===== config.mk =====
export PLATFORM = sky130hd
export DESIGN_NAME = versatile_fifo_sync_ctrl
export DESIGN_NICKNAME = d
export VERILOG_FILES = /design/src/rtl/versatile_fifo_sync_ctrl.sv
export SDC_FILE = /design/constraint.sdc
export NUM_CORES = 1
export LEC_CHECK = 0
export BUFFER_PORTS_ARGS = -buffer_cell sky130_fd_sc_hd__buf_2
export CORE_MARGIN = 2
export CORE_UTILIZATION = 40
export DETAILED_ROUTE_END_ITERATION = 8
export PLACE_DENSITY = 0.74
export SYNTH_ARGS = -nofsm -noshare
export SYNTH_HDL_FRONTEND = slang
export SYNTH_SLANG_ARGS = --single-unit

===== constraint.sdc =====
create_clock -name clk -period 5.15 [get_ports clk]
set_input_delay 0 -clock clk [delete_from_list [all_inputs] [get_ports clk]]
set_output_delay 0 -clock clk [all_outputs]
set_load 0.05 [all_outputs]

===== src/rtl/versatile_fifo_sync_ctrl.sv =====
// Single-clock FIFO controller sequencing an external dual-port RAM.
// Define VERSATILE_FIFO_FWFT_EN for first-word-fall-through reads.
module versatile_fifo_sync_ctrl #(
  parameter int DATA_WIDTH   = 8,
  parameter int ADDR_WIDTH   = 9,
  parameter int AFULL_MARGIN = 4
) (
  input  logic                  clk,
  input  logic                  rst_n,
  input  logic                  clear,
  input  logic                  push,
  input  logic [DATA_WIDTH-1:0] din,
  input  logic                  pop,
  output logic [DATA_WIDTH-1:0] dout,
  output logic                  dout_valid,
  output logic                  empty,
  output logic                  full,
  output logic                  almost_full,
  output logic [ADDR_WIDTH:0]   count,
  output logic                  overflow,
  output logic                  underflow,
  output logic [ADDR_WIDTH-1:0] ram_adr_a,
  output logic [ADDR_WIDTH-1:0] ram_adr_b,
  output logic [DATA_WIDTH-1:0] ram_d_a,
  output logic                  ram_we_a,
  output logic                  ram_we_b,
  output logic [DATA_WIDTH-1:0] ram_d_b,
  input  logic [DATA_WIDTH-1:0] ram_q_b
);

  localparam int CW = ADDR_WIDTH + 1;
  localparam logic [CW-1:0] DEPTH = CW'(2**ADDR_WIDTH);
  localparam logic [CW-1:0] AFULL_LVL =
    CW'(2**ADDR_WIDTH - AFULL_MARGIN);
  localparam logic [CW-1:0] ONE = CW'(1);

  logic [ADDR_WIDTH-1:0] wr_ptr_q, wr_ptr_d;
  logic [ADDR_WIDTH-1:0] rd_ptr_q, rd_ptr_d;
  logic [CW-1:0]         count_q, count_d;
  logic                  empty_q, full_q, afull_q;
  logic                  ovf_q, ovf_d;
  logic                  unf_q, unf_d;
  logic                  valid_q, valid_d;
  logic                  pop_ok;
  logic                  push_acc, pop_acc;

`ifdef VERSATILE_FIFO_FWFT_EN
  logic                  pushed_q;
  logic [CW-1:0]         avail;

  // The word pushed at the last edge is not yet counted as the head.
  assign avail   = count_q - CW'(pop_acc) - CW'(pushed_q);
  assign pop_ok  = valid_q;
  assign valid_d = ~clear & (avail != '0);
  assign ram_adr_b = rd_ptr_q + ADDR_WIDTH'(pop_acc);
`else
  assign pop_ok  = ~empty_q;
  assign valid_d = pop_acc;
  assign ram_adr_b = rd_ptr_q;
`endif

  assign push_acc = push & ~full_q & ~clear;
  assign pop_acc  = pop & ~clear & pop_ok;

  assign wr_ptr_d = clear ? '0 : wr_ptr_q + ADDR_WIDTH'(push_acc);
  assign rd_ptr_d = clear ? '0 : rd_ptr_q + ADDR_WIDTH'(pop_acc);
  assign ovf_d = ~clear & (ovf_q | (push & full_q));
  assign unf_d = ~clear & (unf_q | (pop & ~pop_ok));

  // Fill count: both accepted leaves it unchanged.
  always_comb begin
    count_d = count_q;
    unique case (1'b1)
      clear:               count_d = '0;
      push_acc & ~pop_acc: count_d = count_q + ONE;
      pop_acc & ~push_acc: count_d = count_q - ONE;
      default:             count_d = count_q;
    endcase
  end

  // Pointers, count, flags and read-valid state.
  always_ff @(posedge clk or negedge rst_n) begin
    if (!rst_n) begin
      wr_ptr_q <= '0;
      rd_ptr_q <= '0;
      count_q  <= '0;
      empty_q  <= 1'b1;
      full_q   <= 1'b0;
      afull_q  <= 1'b0;
      ovf_q    <= 1'b0;
      unf_q    <= 1'b0;
      valid_q  <= 1'b0;
    end else begin
      wr_ptr_q <= wr_ptr_d;
      rd_ptr_q <= rd_ptr_d;
      count_q  <= count_d;
      empty_q  <= (count_d == '0);
      full_q   <= (count_d == DEPTH);
      afull_q  <= (count_d >= AFULL_LVL);
      ovf_q    <= ovf_d;
      unf_q    <= unf_d;
      valid_q  <= valid_d;
    end
  end

`ifdef VERSATILE_FIFO_FWFT_EN
  // Remembers a push at the last edge for the head-visibility lag.
  always_ff @(posedge clk or negedge rst_n) begin
    if (!rst_n) pushed_q <= 1'b0;
    else        pushed_q <= push_acc;
  end
`endif

  assign ram_we_a    = push_acc & rst_n;
  assign ram_adr_a   = wr_ptr_q;
  assign ram_d_a     = din;
  assign ram_we_b    = 1'b0;
  assign ram_d_b     = '0;
  assign dout        = ram_q_b;
  assign dout_valid  = valid_q;
  assign empty       = empty_q;
  assign full        = full_q;
  assign almost_full = afull_q;
  assign count       = count_q;
  assign overflow    = ovf_q;
  assign underflow   = unf_q;

endmodule


-- Word-level counts from Yosys, hierarchy flattened
Cells that the tools add are included.
- register bits after elaboration: 34
- bits of input ports: 21
- output and inout port bits: 60
- logic and storage cells: 37
- add/subtract/negate cells: 4
- order comparisons: 1
- eq/ne operators: 1
- muxes and demuxes: 3
- bitwise gates (word level): 18
- reduce and logical (&&, ||, !) cells: 1
- operators with widths (cell ; count):
    one-hot mux 10 bit (3 select lines) ; 1
    adder 9 x 1 -> 9 bit ; 2
    2-to-1 mux 9 bit ; 2
    bitwise AND 1 bit ; 11
    adder 10 x 1 -> 10 bit (second input constant) ; 1
    equality test 10 bit (second input constant) ; 1
    greater-or-equal comparator 10 x 9 -> 1 bit (second input constant) ; 1
    zero test 10 bit ; 1
    subtractor 10 x 1 -> 10 bit (second input constant) ; 1
    inverter 1 bit ; 5
    bitwise OR 1 bit ; 2

-- Logic depth before layout (Yosys ltp)
Gate-level depths: netlist of run 1.
- depth after elaboration: 7
- depth in mapped cells: 13
- gate-level depth less buffers: 12

-- Least setup slack after synthesis of run 1
OpenSTA, ideal clock, no wires.
- path kind: reg2reg
- from: register empty_q, in the netlist empty
- to: register empty_q, in the netlist empty
- library setup time: 0.082 ns
- arrival: 2.960 ns
- required time: 5.068 ns
- path slack: 2.108 ns
- stages on the path, launching flop included: 11
- path buffers: 1
- clock period less this slack: 3.042 ns
- cell sequence: dfstp_2 or3b_1 buf_6 inv_1 ha_1 mux2_2 a211oi_4 mux2i_1 a221o_1 or4_1 nor3_1
- word-level cells in the longest chain between the ends: 6
- elaborated cells on any way between the ends: 7
- classes of those cells: 1 x mux; 5 x bitwise; 1 x reduce/logical
- RTL lines (what ; RTL line ; source):
    start: declaration ; 40 ; logic empty_q, full_q, afull_q;
    start signal: assignment ; 97 ; empty_q <= (count_d == '0);
    inverter 1 bit (*) ; 57 ; assign pop_ok = ~empty_q;
    bitwise AND 1 bit (*) ; 63 ; assign pop_acc = pop & ~clear & pop_ok;
    inverter 1 bit ; 75 ; push_acc & ~pop_acc: count_d = count_q + ONE;
    bitwise AND 1 bit ; 75 ;
    one-hot mux 10 bit (3 select lines) (*) ; 73 ; unique case (1'b1)
    named net count_d[5] ; 39 ; logic [CW-1:0] count_q, count_d;
    zero test 10 bit (*) ; 97 ;
Mark *: on every way through the listed nets, which the timed path passes. The rest lies on a longest branch.

-- Final worst setup path of run 1
- from: register empty_q, in the netlist empty
- to: register full_q, in the netlist full
- word-level cells in the longest chain between the ends: 6
- elaborated cells on any way between the ends: 7
- classes of those cells: 1 x eq/ne; 1 x mux; 5 x bitwise
- RTL lines (what ; RTL line ; source):
    inverter 1 bit (*) ; 57 ;
    bitwise AND 1 bit (*) ; 63 ;
    inverter 1 bit ; 75 ;
    bitwise AND 1 bit ; 75 ;
    one-hot mux 10 bit (3 select lines) (*) ; 73 ;
    equality test 10 bit (*) ; 98 ; full_q <= (count_d == DEPTH);
    end signal: assignment ; 98 ;
    end: declaration ; 40 ;
Every way passes the cells marked *; elsewhere a longest branch is shown, timed or not.

==> results of run 1 <==
## what timing repair did
item                                    in CTS  in global routing
endpoints found under the setup margin       0                  0
hold buffers                                 3                  0
hold endpoints to repair                    35                  0
## stage by stage
| stage | cell area, µm² | worst slack [ns] | utilization | power [mW] |
|---|---|---|---|---|
| 3_5_place_dp | 2470 | 1.78 | 0.420 | 0.897 |
| 3_3_place_gp | 2470 | 1.95 | 0.420 | 0.894 |
| 5_1_grt | 2590 | 1.49 | 0.441 | 1.17 |
| 6_report | 2590 | 1.72 | 0.441 | 1.10 |
| 4_1_cts | 2590 | 1.76 | 0.441 | 1.10 |
| 2_1_floorplan | 2450 | 2.11 | - | 0.827 |
## registers in the layout (all words and copies together) (netlist names)
signal and count:
ram_adr_a 9, almost_full 1, full 1, count 10, underflow 1, ram_adr_b 9
empty 1, overflow 1, dout_valid 1
## cells in the final DEF, fill, tap and decap left out, types with 4 or more instances in the layout
| master | netlist | final |
|---|---|---|
| buf_2 | 1 | 39 |
| dfrtp_1 | 33 | 33 |
| nor2_1 | 22 | 22 |
| nand2_1 | 19 | 19 |
| o21ai_0 | 16 | 16 |
| a21oi_1 | 16 | 16 |
| inv_1 | 10 | 10 |
| nand3_1 | 10 | 10 |
| nor3_1 | 10 | 10 |
| conb_1 | 1 | 9 |
| or3_1 | 8 | 8 |
| xnor2_1 | 8 | 8 |
| xor2_1 | 7 | 7 |
| ha_1 | 7 | 7 |
| nor2b_1 | 6 | 6 |
| clkbuf_8 | 0 | 6 |
| nand4_1 | 5 | 5 |
| nand2b_1 | 4 | 4 |
| and2_1 | 4 | 4 |
| and3_1 | 4 | 4 |
## per-layer routing
metal	track usage	vias to the layer above	routed length, µm
met4	0.0717	0	62
met2	0.247	85	2500
met5	0	-	0
met1	0.261	984	2740
met3	0.0407	6	420
li1	-	1001	-
## cell usage after synthesis, types with 3 or more instances
| cell | number |
|---|---|
| dfrtp_1 | 33 |
| buf_4 | 27 |
| nor2_1 | 22 |
| nand2_1 | 19 |
| a21oi_1 | 16 |
| o21ai_0 | 16 |
| clkbuf_1 | 10 |
| inv_1 | 10 |
| nand3_1 | 10 |
| nor3_1 | 10 |
| or3_1 | 8 |
| xnor2_1 | 8 |
| ha_1 | 7 |
| xor2_1 | 7 |
| nor2b_1 | 6 |
| nand4_1 | 5 |
| and2_1 | 4 |
| and3_1 | 4 |
| nand2b_1 | 4 |
| a21o_1 | 3 |
| o2111ai_1 | 3 |
| o31ai_1 | 3 |
## cell type report
type,count,area (µm²)
clock buffer,8,90.1
fill,572,3290
inverter,12,57.6
multi-input combinational,203,1280
sequential,34,852
tap,75,93.8
timing repair buffer,42,225
## power breakdown
group	total, mW	switching [mW]	internal, mW
Combinational	0.505	0.346	0.159
Clock	0.200	0.0907	0.109
Sequential	0.397	0.0904	0.307
Total	1.10	0.527	0.575
## critical path, stage by stage (launching register included)
cell and delay (ns):
dfstp_2 0.37, or3b_1 0.52, inv_1 0.14, ha_1 0.41, inv_1 0.21, nor2_1 0.25, a211oi_4 0.09, o311ai_0 0.42
a21oi_1 0.15, or4_1 0.55, nor3_1 0.21
## path summary, 6_finish.rpt
| check | startpoint | endpoint | slack, ns | cells after the start |
|---|---|---|---|---|
| max | empty | full | 1.72 | 10 |
| min | din[4] | ram_d_a[4] | 0.00002 | 0 |
| max reg2reg | empty | full | 1.72 | 10 |
| min reg2reg | overflow | overflow | 0.50 | 2 |
| max in group asynchronous | rst_n | count[0] | 4.33 | 2 |
| min in group asynchronous | rst_n | ram_adr_a[5] | 0.33 | 2 |
## logic make-up (layout without fill, tap and decap cells)
| kind of cell | after synthesis | count (layout) | share of synthesized area |
|---|---|---|---|
| XOR/XNOR | 15 | 15 | 0.0544 |
| adder cells (fa/ha/maj) | 7 | 7 | 0.0362 |
| other | 1 | 9 | 0.00155 |
| AO/OA/AOI/OAI | 67 | 67 | 0.194 |
| multiplexers | 3 | 3 | 0.0129 |
| buffers and inverters | 52 | 62 | 0.132 |
| AND/OR/NAND/NOR | 102 | 102 | 0.217 |
| flip-flops | 34 | 34 | 0.353 |
==> flow_summary.yaml, run 1 <==
timing:
  rsz0062_at_grt: "no"
  worst-slew-pin-transition_ns: 0.760
  max_freq_mhz: 292
  timing.hold.ws_ns: 0.0000220
  tns_ns: 0
  hold_violations: 0
  finClkSkew_ns: 0.00970
  max_slew_margin: 0.494
  layout_min_cycle_time_ns: 3.43
  period_share: 0.665
  finalSetupViolCount: 0
  slew_violations: 0
cts:
  cts_tree: "yes"
  cts_setup_buffers: 0
  htreeDepth: 2
  cts_made_buffers: 5
  cts.path.max_buffers: 2
  path_clk_slew_ns: 0.07
  ctsResizeCount: 0
  clockRootBuffer: "clkbuf_8"
  cts.sinks: 34
  clk_latency_ns: 0.28
min_path:
  min_path_type: "input pin to output port"
die:
  num_rows: 28
  core_area_um2: 5890
  initial_core_util: 0.411
  die_h_um: 81.7
  die_area_um2: 6680
  fp.dieW_um: 81.7
  ios: 81
placed_design:
  dpl.cell_count: 363
  dp_hpwl_um: 4070
  place_congestion: 0.978
  io_buffer_count: 39
detailed_routing:
  firstDrtPassIters: 4
  routedWlPerCell_um: 15.3
  vias_per_cell: 5.55
  routed_wl_um: 5730
  drtAntennaViolNets: 0
  route.detailed.drc: 0
  first_iter_violations: 208
  via_count: 2076
cells_and_area:
  syn2layout_area_growth_pct: 7.41
  diodes: 0
  final_layout_size_suffix_gt1_frac: 0.184
  final_cells: 374
  nets: 326
synth:
  synth_area_leaders: "dfrtp_1 34%, buf_4 8.4%, ha_1 3.6%"
  synth_ff_type: "dfrtp_1"
  synthDistinctLibCells: 60
  ys_async_sr_fraction: 1.00
  synth_area_per_cell_um2: 8.60
  synth_top_area_share: 0.342
  ys_warn_count: 0
  synth_top_cell_by_area: "dfrtp_1"
  syn_area_um2: 2420
  synth_edf_count: 0
  synth_cells: 281
  yosysSeqAreaShare: 0.353
  ys_seq_elements: 34
critical_path:
  cp-start-kind: "flip-flop"
  critPathKind: "flip-flop to flip-flop"
  cp_data_arrival_time_ns: 3.62
  end_kind: "flip-flop"
  critPathRequiredTime_ns: 5.34
  crit_fanout: 13
pwr:
  cellPowerDensity_nw_per_um2: 425
  leakagePower_nw: 1.23
  ir_drop_mv: 0.264
global_route:
  grt_overflow: 0
  grt_pass1_vias: 1884
  antenna_found_initial: 0
  grt_max_degree: 36
  track_usage: 0.177
  grt_first_pass_wirelength_um: 9250
job:
  cap_violations: 0
outcome:
  outcome: "finished, final reports clean"
Power figures use the tool's default switching activity.
==> run 2, diff against run 1 <==
--- a/config.mk
+++ b/config.mk
@@ -5,11 +5,12 @@
 export SDC_FILE = /design/constraint.sdc
 export NUM_CORES = 1
 export LEC_CHECK = 0
+export ABC_AREA = 1
 export BUFFER_PORTS_ARGS = -buffer_cell sky130_fd_sc_hd__buf_2
 export CORE_MARGIN = 2
 export CORE_UTILIZATION = 40
 export DETAILED_ROUTE_END_ITERATION = 8
-export PLACE_DENSITY = 0.74
+export PLACE_DENSITY = 0.77
 export SYNTH_ARGS = -nofsm -noshare
 export SYNTH_HDL_FRONTEND = slang
 export SYNTH_SLANG_ARGS = --single-unit
==> constraint.sdc (replaced) <==
create_clock -name clk -period 3.1 [get_ports clk]
set_input_delay 0 -clock clk [delete_from_list [all_inputs] [get_ports clk]]
set_output_delay 0 -clock clk [all_outputs]
set_load 0.05 [all_outputs]
==> run 2 against run 1 <==
Cell area is 4.1% lower. Synthesized cell count grew 10%. Final cell count rose by 9.4%. Synthesized area down 5.4%. Combinational power rose by 37%. Register-to-register slack got worse by 1.3 ns. Sequential share of layout area rose by 1.4 points. Clock power grew 65%. Flip-flop and latch count did not move. Utilization is 1.1 points higher. Total power rose by 46%. Wire length fell by 16%. Largest power group unchanged.
==> flow_summary.yaml, run 2 <==
timing:
  finalSetupViolCount: 0
  max_slew_margin: 0.506
  max_freq_mhz: 378
  hold_violations: 0
  period_share: 0.854
  fin_ws_ns: 0.452
  tns_ns: 0
  slew_violations: 0
  layout_min_cycle_time_ns: 2.65
  rsz0062_at_grt: "no"
  worst-slew-pin-transition_ns: 0.741
  finClkSkew_ns: 0.00454
placed_design:
  dp_slack_ns: 0.469
  io_buffer_count: 39
  dp_hpwl_um: 3710
  postPlaceCellArea_um2: 2380
  place_congestion: 0.871
detailed_routing:
  firstDrtPassIters: 4
  routedWlPerCell_um: 11.8
  first_iter_violations: 156
  vias_per_cell: 4.72
  via_count: 1930
  routed_wl_um: 4830
  drtAntennaViolNets: 0
  route.detailed.drc: 0
cts:
  cts.sinks: 34
  cts.path.max_buffers: 2
  path_clk_slew_ns: 0.07
  cts_made_buffers: 5
  clockRootBuffer: "clkbuf_8"
  cts_tree: "yes"
  cts_setup_buffers: 0
  htreeDepth: 2
  clk_latency_ns: 0.28
critical_path:
  crit_fanout: 10
  cp_data_arrival_time_ns: 2.87
  regToRegSetupSlack_ns: 0.45
  rr_endpoint: "almost_full"
  critPathSlowestCell: "nor2_1"
  cp-start-kind: "flip-flop"
  max_stage_delay_ns: 0.47
  end_kind: "flip-flop"
  r2r_start: "full"
  reg2reg_depth: 13
  critPathRequiredTime_ns: 3.32
  critPathKind: "flip-flop to flip-flop"
  crit_path_cell_trace: "inv_1, nand2_2, nor2_1, inv_1, ha_1, clkinv_1, nor2_1, inv_1, o21ai_0, nand3_1, nor2_1, nand4_1, nand2_1"
cells_and_area:
  layout_common_cells: "58 x nand2_1, 42 x inv_1, 39 x buf_2, 35 x nand3_1, 33 x dfrtp_1"
  nets: 364
  fin_util: 0.452
  stdcell_area_um2: 2490
  diodes: 0
  nFillCells: 530
  largest_reg_flops: 10
  layout_commonest_cell: "nand2_1"
  syn2layout_area_growth_pct: 8.98
  final_layout_size_suffix_gt1_frac: 0.214
synth:
  ys_async_sr_fraction: 1.00
  synth_edf_count: 0
  syn_area_um2: 2280
  synth_cells: 309
  yosysSeqAreaShare: 0.373
  synth_most_common_cell: "nand2_1"
  synth_ff_type: "dfrtp_1"
  synth_area_leaders: "dfrtp_1 36%, nand2_1 9.5%, buf_4 8.2%"
  synth_top_area_share: 0.361
  synthDistinctLibCells: 30
  ys_warn_count: 0
  ys_seq_elements: 34
  synth_top_cell_by_area: "dfrtp_1"
  synth_area_per_cell_um2: 7.39
  synth_commonest_cells: "58 x nand2_1, 42 x inv_1, 35 x nand3_1"
global_route:
  grt_first_pass_wirelength_um: 7870
  grt_pass1_vias: 1742
  grt_max_degree: 36
  track_usage: 0.156
  antenna_found_initial: 0
  grt_overflow: 0
min_path:
  worstHoldStart: "din[1]"
  whs_path_depth: 0
  worstHoldEndpoint: "ram_d_a[1]"
  min_path_type: "input pin to output port"
pwr:
  p_total_mw: 1.61
  leakagePower_nw: 1.36
  ir_drop_mv: 0.425
  cellPowerDensity_nw_per_um2: 647
outcome:
  outcome: "finished, final reports clean"
die:
  die_h_um: 79.6
  die_area_um2: 6330
  ios: 81
  initial_core_util: 0.415
  num_rows: 27
  fp.dieW_um: 79.6
  core_area_um2: 5510
job:
  cap_violations: 0
==> run 2: changes by cell type after synthesis, sizes merged, moves of 6 or more <==
cell and change:
xor2 -6, nand2 +51, nor2 +12, nor2b -6
or3 -8, clkbuf -8, xnor2 -6, nand3 +27
inv +33
==> run 2: worst max-delay path by stage <==
stage / start / endpoint / cells past startpoint
detailed placement: full / almost_full / 13
floorplan: full / almost_full / 13
global placement: full / almost_full / 13
CTS: full / almost_full / 13
global route: full / almost_full / 13
finish: full / almost_full / 13
==> run 2: logic make-up (layout without fill, tap and decap cells) <==
group	count (synthesis)	after routing	share of synthesized area
simple gates	157	157	0.320
buf+inv	75	95	0.173
flops	34	34	0.373
compound gates	32	32	0.0761
fa+ha+maj	7	7	0.0383
xor+xnor	3	3	0.0181
other cells	1	9	0.00164
==> run 2: worst max-delay path: cells and delay by family, from the launching register on <==
family	cells	cell delay, ns
buffers and inverters	4	0.48
AND/OR/NAND/NOR	7	1.11
AO/OA/AOI/OAI	1	0.32
adder cells (fa/ha/maj)	1	0.29
flip-flops	1	0.39
==> run 2: cell type report <==
type                       instances  area [µm²]  share of cell area
clock buffer                       7        86.3              0.0347
inverter                          46         173              0.0693
sequential                        34         852               0.342
clock inverter                     1        5.00             0.00201
multi-input combinational        208        1070               0.429
timing repair buffer              41         215              0.0864
tap                               72        90.1              0.0362
==> run 2: power by group <==
group / internal, mW / switching, mW
registers: 0.507 / 0.0822
clock network: 0.179 / 0.151
logic: 0.175 / 0.517
total: 0.860 / 0.750
==> run 2: stage by stage <==
| stage | cells | hold slack, ns |
|---|---|---|
| floorplan | 317 | -0.296 |
| detailed placement | 399 | 0.000341 |
| CTS | 409 | 0.000341 |
| global route | 409 | 0.0000738 |
| global placement | 399 | 0.000341 |
| finish | 409 | 0.0000173 |
==> run 2: metal layers <==
| metal | track usage | share of wire |
|---|---|---|
| met1 | 0.203 | 0.46 |
| met2 | 0.245 | 0.46 |
| met3 | 0.0385 | 0.068 |
| met4 | 0.0672 | 0.011 |
| met5 | 0 | 0 |
==> run 2: what timing repair did <==
item	in CTS	in global routing
endpoints found under the hold margin	34	0
hold buffers	2	0
gates resized for setup	0	0
==> run 3, diff against run 2 <==
==> constraint.sdc (replaced) <==
create_clock -name clk -period 2.4 [get_ports clk]
set_input_delay 0 -clock clk [delete_from_list [all_inputs] [get_ports clk]]
set_output_delay 0 -clock clk [all_outputs]
set_load 0.05 [all_outputs]
==> run 3 against run 2 <==
Critical path depth shrank 2. Die area stayed put. Sequential power grew 30%. Global-route usage increased by 0.98 points. Critical path type unchanged. Highest routed layer unchanged.
==> flow_summary.yaml, run 3 (synthesis results as in run 2) <==
outcome:
  outcome: "finished, final reports clean"
pwr:
  leakagePower_nw: 1.39
  cellPowerDensity_nw_per_um2: 857
  ir_drop_mv: 0.631
placed_design:
  dpl.cell_count: 404
  io_buffer_count: 39
  place_congestion: 0.928
  dp_hpwl_um: 3920
cts:
  cts_tree: "yes"
  htreeDepth: 2
  clockRootBuffer: "clkbuf_8"
  clk_latency_ns: 0.28
  cts.path.max_buffers: 2
  cts.sinks: 34
  cts_made_buffers: 5
  path_clk_slew_ns: 0.07
critical_path:
  critPathRequiredTime_ns: 2.62
  cp_top_family: "simple AND/OR/NAND/NOR gates"
  end_kind: "flip-flop"
  crit_path_cell_trace: "nor2_4, nand3_4, nand2_2, nand2_2, ha_2, nand2_1, o21ai_1, or2_2, nor3_1, nand3_1, nor2_1"
  crit_buf_inv: 0
  reg2reg_depth: 11
  crit_top_cell: "nand2_2"
  cp.depth: 11
  crit_fanout: 7
  cp_data_arrival_time_ns: 2.42
  cp-start-kind: "flip-flop"
  critPathSlowestCell: "dfstp_2"
  critPathKind: "flip-flop to flip-flop"
  max_stage_delay_ns: 0.63
detailed_routing:
  route.detailed.drc: 0
  drtAntennaViolNets: 0
  via_count: 1982
  firstDrtPassIters: 4
  first_iter_violations: 83
  routedWlPerCell_um: 12.2
  routed_wl_um: 5040
  vias_per_cell: 4.80
timing:
  timing.hold.ws_ns: 0.0000173
  max_freq_mhz: 454
  slew_violations: 0
  hold_violations: 0
  layout_min_cycle_time_ns: 2.20
  finalSetupViolCount: 0
  finClkSkew_ns: 0.0111
  period_share: 0.917
  tns_ns: 0
cells_and_area:
  layout_commonest_cell: "nand2_1"
  final_layout_size_suffix_gt1_frac: 0.255
  largest_reg_flops: 10
  final_cells: 413
  nets: 368
  register_area_um2: 853
  layout_common_cells: "57 x nand2_1, 42 x inv_1, 39 x buf_2, 34 x nand3_1, 32 x dfrtp_1"
  syn2layout_area_growth_pct: 13.7
  multi_input_area_um2: 1120
  fin_util: 0.472
  nFillCells: 536
  diodes: 0
global_route:
  grt_overflow: 0
  grt_pass1_vias: 1906
  grt_first_pass_wirelength_um: 8290
  grt_max_degree: 35
  track_usage: 0.166
  antenna_found_initial: 0
die:
  num_rows: 27
  die_h_um: 79.6
  die_area_um2: 6330
  ios: 81
  initial_core_util: 0.415
  core_area_um2: 5510
  fp.dieW_um: 79.6
min_path:
  min_path_type: "input pin to output port"
  whs_path_depth: 0
job:
  cap_violations: 0
## run 3: timing repair
item / CTS / global route
buffers inserted: 0 / 0
hold buffers: 1 / 0
gates resized for setup: 0 / 13
endpoints found under the hold margin: 33 / 0
endpoints found under the setup margin: 0 / 3
## run 3: worst paths after layout
kind	from	to	slack, ns
worst max-delay path	empty	empty	0.20
worst min-delay path	ram_q_b[0]	dout[0]	0.00002
worst max register to register	empty	empty	0.20
worst min register to register	overflow	overflow	0.52
max in group asynchronous	rst_n	empty	1.76
min in group asynchronous	rst_n	ram_adr_a[1]	0.29
## run 3: layout make-up
cell class | instances | area share
Clock buffer | 5 | 0.0265
Multi-Input combinational cell | 208 | 0.432
Timing Repair Buffer | 45 | 0.0963
Tap cell | 72 | 0.0347
Inverter | 46 | 0.0664
Sequential cell | 34 | 0.328
Clock inverter | 3 | 0.0154
## run 3: metrics by stage
step,setup slack (ns),total power [mW],area (µm²)
after CTS,0.0602,2.19,2540
after detailed placement,0.0810,1.68,2420
final,0.198,2.23,2600
after global routing,-0.00358,2.37,2600
after floorplan,0.0533,1.54,2320
after global placement,0.196,1.67,2420
## run 3: routing by layer
layer / wire, µm / share of wire / GRT usage / vias up
met5: 0 / 0 / 0 / -
met4: 95 / 0.019 / 0.0793 / 0
met3: 272 / 0.054 / 0.0283 / 8
met2: 2320 / 0.46 / 0.268 / 54
met1: 2350 / 0.47 / 0.214 / 908
li1: - / - / - / 1012
## run 3: power by group
| group | internal (mW) | switching (mW) | leakage, nW |
|---|---|---|---|
| logic | 0.261 | 0.692 | 0.873 |
| registers | 0.654 | 0.111 | 0.461 |
| clock network | 0.305 | 0.203 | 0.0579 |
| total | 1.22 | 1.01 | 1.39 |
